## config.mk

```make
export PLATFORM = sky130hd
export DESIGN_NAME = count_snapshot_fifo
export DESIGN_NICKNAME = d
export VERILOG_FILES = /design/src/rtl/count_snapshot_fifo.sv
export SDC_FILE = /design/constraint.sdc
export NUM_CORES = 1
export LEC_CHECK = 0
export ABC_CLOCK_PERIOD_IN_PS = 3400
export CORE_MARGIN = 8
export CORE_UTILIZATION = 55
export DETAILED_ROUTE_END_ITERATION = 8
export PLACE_DENSITY = 0.78
export SYNTH_ARGS = -nofsm -noshare
export SYNTH_HDL_FRONTEND = slang
export SYNTH_SLANG_ARGS = --single-unit
```

## constraint.sdc

```tcl
create_clock -name clk -period 3.4 [get_ports clk]
set_input_delay 0.68 -clock clk [delete_from_list [all_inputs] [get_ports clk]]
set_output_delay 0.68 -clock clk [all_outputs]
set_load 0.01 [all_outputs]
```

## src/rtl/count_snapshot_fifo.sv

```systemverilog
`default_nettype none
// ============================================================================
// Module   : count_snapshot_fifo
// Brief    : Captures counter values on a strobe or on counter wrap into a
//            small FIFO and presents them over a valid/ready interface.
//            Define COUNT_SNAPSHOT_OVERWRITE_EN to let a capture into a full
//            FIFO replace the oldest entry instead of being dropped.
// Revision : 1.0 - initial release
// ============================================================================
module count_snapshot_fifo #(
    parameter int WIDTH  = 4,
    parameter int DEPTH  = 8,
    parameter int ADDR_W = 3
) (
    input  logic              clk,
    input  logic              rst,
    input  logic [WIDTH-1:0]  count_in,
    input  logic              snap,
    input  logic              auto_wrap,
    input  logic              clear_ovf,
    output logic [WIDTH-1:0]  out_data,
    output logic              out_valid,
    input  logic              out_ready,
    output logic              full,
    output logic              empty,
    output logic [ADDR_W:0]   level,
    output logic              overflow,
    output logic              wrap_pulse
);

    localparam logic [ADDR_W-1:0] c_ptr_one  = ADDR_W'(1);
    localparam logic [ADDR_W:0]   c_lvl_one  = (ADDR_W+1)'(1);
    localparam logic [ADDR_W:0]   c_lvl_full = (ADDR_W+1)'(DEPTH);
    localparam logic [WIDTH-1:0]  c_all_ones = '1;

    logic [WIDTH-1:0]  r_mem [DEPTH];
    logic [ADDR_W-1:0] r_wr_ptr;
    logic [ADDR_W-1:0] r_rd_ptr;
    logic [ADDR_W:0]   r_level;
    logic [WIDTH-1:0]  r_prev_count;
    logic              r_wrap_pulse;
    logic              r_overflow;

    logic w_wrap;
    logic w_cap;
    logic w_pop;
    logic w_push;
    logic w_drop;
    logic w_wr_en;
    logic w_rd_adv;

    assign full       = (r_level == c_lvl_full);
    assign empty      = (r_level == '0);
    assign out_valid  = ~empty;
    assign out_data   = empty ? '0 : r_mem[r_rd_ptr];
    assign level      = r_level;
    assign overflow   = r_overflow;
    assign wrap_pulse = r_wrap_pulse;

    assign w_wrap = (r_prev_count == c_all_ones) && (count_in == '0);
    assign w_cap  = snap | (auto_wrap & w_wrap);
    assign w_pop  = out_valid & out_ready;
    assign w_push = w_cap & (~full | w_pop);
    assign w_drop = w_cap & full & ~w_pop;

`ifdef COUNT_SNAPSHOT_OVERWRITE_EN
    // A lost capture lands in the head slot; advancing both pointers makes the
    // next-oldest entry the new head while level stays at DEPTH.
    assign w_wr_en  = w_push | w_drop;
    assign w_rd_adv = w_pop | w_drop;
`else
    assign w_wr_en  = w_push;
    assign w_rd_adv = w_pop;
`endif

    always_ff @(posedge clk) begin
        if (w_wr_en) begin
            r_mem[r_wr_ptr] <= count_in;
        end
    end

    always_ff @(posedge clk or posedge rst) begin
        if (rst) begin
            r_wr_ptr     <= '0;
            r_rd_ptr     <= '0;
            r_level      <= '0;
            r_prev_count <= '0;
            r_wrap_pulse <= 1'b0;
            r_overflow   <= 1'b0;
        end else begin
            r_prev_count <= count_in;
            r_wrap_pulse <= w_wrap;
            if (w_wr_en) begin
                r_wr_ptr <= r_wr_ptr + c_ptr_one;
            end
            if (w_rd_adv) begin
                r_rd_ptr <= r_rd_ptr + c_ptr_one;
            end
            if (w_push && !w_pop) begin
                r_level <= r_level + c_lvl_one;
            end else if (w_pop && !w_push) begin
                r_level <= r_level - c_lvl_one;
            end
            // A new loss takes priority over a coincident clear.
            if (w_drop) begin
                r_overflow <= 1'b1;
            end else if (clear_ovf) begin
                r_overflow <= 1'b0;
            end
        end
    end

endmodule
`default_nettype wire

```

# After elaboration in Yosys (flattened, before gate mapping)
# Memory sizes are Yosys's and may differ from the RTL's.
# Cells that the tools add are included.
# word_totals
input_bits,10
mem_count,1
latchBits,0
elab_cells,39
ram_bits,32
regBits,16
rom_bits,0
out_inout_bits,13
# op_classes
bitwise,10
add_sub_neg,4
order_cmp,0
n_reduce_logical,9
shift,0
n_mul,0
div_mod_pow,0
muxes,7
n_eq_ne,2
# mem_list
name,words,word_bits,rd,rd_ports_with_merged_regs,write_ports,line,rtl
r_mem,8,4,1,0,1,36,logic [WIDTH-1:0] r_mem [DEPTH];
# ops
operator,n
$mux W4,3
$eq A4 B4 Y1 const B,2
$logic_not A4 Y1,2
$add A3 B1 Y3 const B,2
$and A1 B1 Y1,5
$add A4 B1 Y4 const B,1
$mux W1,4
$reduce_bool A2 Y1,2
$sub A4 B1 Y4 const B,1
$logic_and A1 B1 Y1,3
$not A1 Y1,3
$logic_not A1 Y1,2
$or A1 B1 Y1,2

# Depth between registers and ports, before layout
# logic_depth
depth_word,9
depth_mapped,11
mapped_depth_nobuf,11

# Worst setup path before layout
# OpenSTA, ideal clock, no wires.
# synth_timing
path_kind,input to register
start,in count_in[1]
end,reg r_level[3] (netlist: level[3])
path_stages,11
required_time_ns,3.274
setup_time_ns,0.126
arrival_ns,2.798
path_slack_ns,0.476
path_buffers,0
cell_sequence,nor4_2 a31o_2 nand2_2 inv_2 ha_1 inv_1 ha_1 a21o_1 a2111oi_2 a31oi_1 a221o_1
# synth_between
elab_chain_cells,8
word_cells_on_any_way,10
classes_between,mux (1); bitwise (3); reduce/logical (6)
# synth_rtl
item,line,rtl
"start, declared",17,"input logic [WIDTH-1:0] count_in,"
$logic_not A4 Y1 *,60,assign w_wrap = (r_prev_count == c_all_ones) && (count_in == '0);
$logic_and A1 B1 Y1 *,60,
$and A1 B1 Y1 *,61,assign w_cap = snap | (auto_wrap & w_wrap);
$or A1 B1 Y1 *,61,
$and A1 B1 Y1 *,63,assign w_push = w_cap & (~full | w_pop);
named net w_push,47,logic w_push;
$logic_not A1 Y1,101,end else if (w_pop && !w_push) begin
$logic_and A1 B1 Y1,101,
$reduce_bool A2 Y1 (no line),--,
"end signal, assigned",100,r_level <= r_level + c_lvl_one;
"end signal, assigned",102,r_level <= r_level - c_lvl_one;
"end, declared",39,logic [ADDR_W:0] r_level;
# Mark *: on every way through the listed nets, which the timed path passes. The rest lies on a longest branch.
# A chain may end at the register's enable or synchronous reset.

# Final worst setup path
# Ends and elaborated chain as after synthesis.

==> metrics.md <==
| Metric | Value |
|---|---|
| Final core area utilization | `between 60% and 70%` |
| Number of library cell types mapped by synthesis | `36` |
| Kind of critical path | `primary input to flop` |
| Post-synthesis sequential area ratio | `66.83%` |
| Io pins | `23` |
| Main combinational cell family by area after synthesis | `multiplexers` |
| Clk_skew | `0.004361 ns` |
| Synth Area in Adders | `4.054%` |
| Power Dens Cells | `around 810 mW/mm^2` |
| R2r startpoint | `level[0]` |
| Core area | `0.003606 sq mm` |
| Most common cell in the netlist | `edfxtp_1` |
| Mean Syn Cell Area | `~16 sq um` |
| Int Pwr | `1.344 mW` |
| Synth top area cells | `edfxtp_1, dfrtp_1, mux4_2` |
| PnR Total Power | `around 2.0 mW` |
| Final Critical Period | `about 3.1 ns` |
| Pin count of the biggest net entering global routing | `18` |
| First-pass GRT wire length | `approximately 6300 microns` |
| Status | `finished, final reports clean` |
| Mux share of post-synthesis cell area | `12.47%` |
| Post-synth EDFFs | `32` |
| R2r setup slk | `0.58 ns` |
| Drt drc | `0` |
| Clock Tree Buf Depth | `2` |
| Die area | `between 0.005 and 0.006 sq mm` |
| Switching part of the total power | `approximately 33%` |
| CTS tree | `yes` |
| Share of cells above drive strength 1 | `approximately 23%` |
| H-tree level count | `2` |
| VDD IR max | `~0.45 mV` |
| Slew headroom | `52.23%` |
| Syn_nets | `140` |
| Number of global-route vias before repair | `1299` |
| Flops & latches, synth | `48` |
| Sequential share of power | `45.3%` |
| Max-cap violations | `0` |
| Post-synthesis simple-gate area fraction | `under 10%` |
| Die Width | `~77 microns` |
| Die Height | `approximately 77 microns` |
| CTS buffer count | `5` |
| Routability cong. | `0.7636` |
| First-pass DRT Iterations | `5` |
| Combinational Power Share | `between 30 and 40%` |
| Fmax | `between 300 and 400 MHz` |
| Final hold vios | `0` |
| Switch Pwr | `between 0.6 and 0.7 mW` |
| Post-CTS sizing | `0` |
| Clock slew at reported path FFs | `around 0.090 ns` |
| Post-CTS Setup Bufs | `0` |
| CTS root buf | `clkbuf_8` |
| Cell area after layout | `0.002474 sq mm` |
| Post-synth top area cell | `edfxtp_1` |
| Mapped Cells | `124` |
| Yosys warning count | `0` |
| ANT cells | `0` |
| Fin crit share | `between 90% and 100%` |
| Worst EP required | `3.60 ns` |
| Grt total ovfl | `0` |
| CP Capture Type | `flop` |
| Starting DRC count in detailed routing | `67` |
| Final count of pins violating max slew | `0` |
| Initial Utilization | `between 50% and 60%` |
| Post-synth ARST share | `33.33%` |
| Nets | `around 180` |
| Final wirelength | `~3600 microns` |
| Hold Path Depth | `2` |
| Placed Area | `between 0.002 and 0.0025 sq mm` |
| Reg-to-reg endpoint | `level[3]` |
| Post-cts hold buffer count | `0` |
| Synth cell count leaders | `edfxtp_1, dfrtp_1, mux4_2` |
| Post-Synth XOR/XNOR Area | `under 10%` |
| Hold Path Origin | `overflow` |
| Routed vias | `1175` |
| Post-route setup TNS | `0 ns` |
| Clock share of power | `17.5%` |
| Main synth FF type | `edfxtp_1` |
| Netlist Area Pre-Place | `approximately 0.002 sq mm` |
| Worst hold path type | `flop to flop` |
| Final setup vio count | `0` |
| Hold Path End | `overflow` |
| Worst-Margin Slew | `between 0.7 and 0.8 ns` |
| Fraction of the mapped netlist area in compound gates | `under 10%` |
| Initial antenna violation count | `0` |
| Fill cells | `245` |
| Leak | `roughly 0.9 nW` |
| CP max FO | `3` |
| Number of routed nets with antenna violations | `0` |
| WP data arrival | `roughly 3.3 ns` |
| Worst-skew pair later-pin latency | `just over 0.3 ns` |
| Port Buffers | `22` |
| DR WL/cell | `~18 microns` |
| Area growth syn-to-layout | `21.44%` |
| GRT Total Usage | `a little over an eighth` |
| Startpoint types | `primary input` |
| Post-DP HPWL | `roughly 2800 microns` |
| Row count | `22` |
| Vias/cell | `roughly 5.6` |
| # clock sinks | `48` |
| Synth top area share | `a little under half` |
| FF-to-FF path depth | `11` |
| RSZ-0062 raised after global routing | `false` |
placed cells by master (no fill, tap or decap), drive strengths merged, types with 2 or more instances in the layout:
cell type	instances
nor2	6
clkbuf	5
inv	8
nand3	3
dfrtp	16
mux2	3
mux2i	4
nand2	4
edfxtp	32
nor3	4
xnor2	6
nor4b	2
mux4	8
and2	2
nor3b	2
ha	5
clkdlybuf4s50	22
buf	11
nor4	3
worst max-delay path by stage:
stage                      startpoint        to  slack, ns  depth (start not counted)
after floorplan           count_in[1]  level[3]       0.48                         11
after global placement    count_in[1]  level[3]       0.10                         12
after CTS                 count_in[0]  level[3]       0.33                         12
after detailed placement  count_in[0]  level[3]       0.01                         12
final                     count_in[1]  level[3]       0.31                         12
after global routing      count_in[1]  level[3]       0.17                         12
layer usage:
metal / global-route usage [%] / vias to the layer above / routed length [microns]
li1: - / 539 / -
met1: 14.64 / 583 / 1510
met2: 22.77 / 46 / 1789
met3: 5.594 / 7 / 296
met4: 4.038 / 0 / 43
met5: 0 / - / 0
final cells by class:
cell class	count	area [sq um]	area share, %
multi-input combinational	65	633.1	25.59
clock inverter	3	25.02	1.012
timing repair buffer	33	302.8	12.24
inverter	6	22.52	0.9105
tap	48	60.06	2.428
clock buffer	5	68.82	2.782
sequential	48	1361	55.03
sequential cells by signal, indices dropped and copies added, names as in the netlist:
| name | cells |
|---|---|
| level | 4 |
| wrap_pulse | 1 |
| r_wr_ptr | 3 |
| r_rd_ptr | 3 |
| r_mem | 32 |
| overflow | 1 |
| r_prev_count | 4 |
logic make-up (layout without fill, tap and decap cells):
logic type	after synthesis	after routing
multiplexers	15	15
AO/OA/AOI/OAI	9	9
buffers and inverters	11	47
adder cells (fa/ha/maj)	6	6
flip-flops	48	48
AND/OR/NAND/NOR	29	29
XOR/XNOR	6	6
stage by stage:
step | setup WS, ns | cells | hold WS, ns
after floorplan | 0.4760 | 124 | 0.5489
after global placement | 0.1002 | 200 | 0.5191
after detailed placement | 0.01046 | 200 | 0.5315
after CTS | 0.3276 | 208 | 0.5471
after global routing | 0.1651 | 208 | 0.5766
final | 0.3088 | 208 | 0.5424
power groups by stage:
stage                     sequential (mW)  combinational, mW  clock [mW]
after detailed placement            0.928              0.755           0
after CTS                           0.914              0.760       0.356
after floorplan                     0.843              0.525           0
after global routing                0.940              0.824       0.373
final                               0.913              0.750       0.353
after global placement              0.921              0.720           0
worst max-delay path, cell delays in order:
cell and delay, ns:
clkdlybuf4s50_1 0.43, nor4_2 0.32, a31o_2 0.22, nand2_2 0.06
inv_2 0.07, ha_1 0.17, inv_1 0.06, ha_1 0.27
a21o_1 0.22, a2111oi_2 0.37, a31oi_1 0.09, a221o_1 0.33
Note: power is estimated with default switching activity, not from simulation.
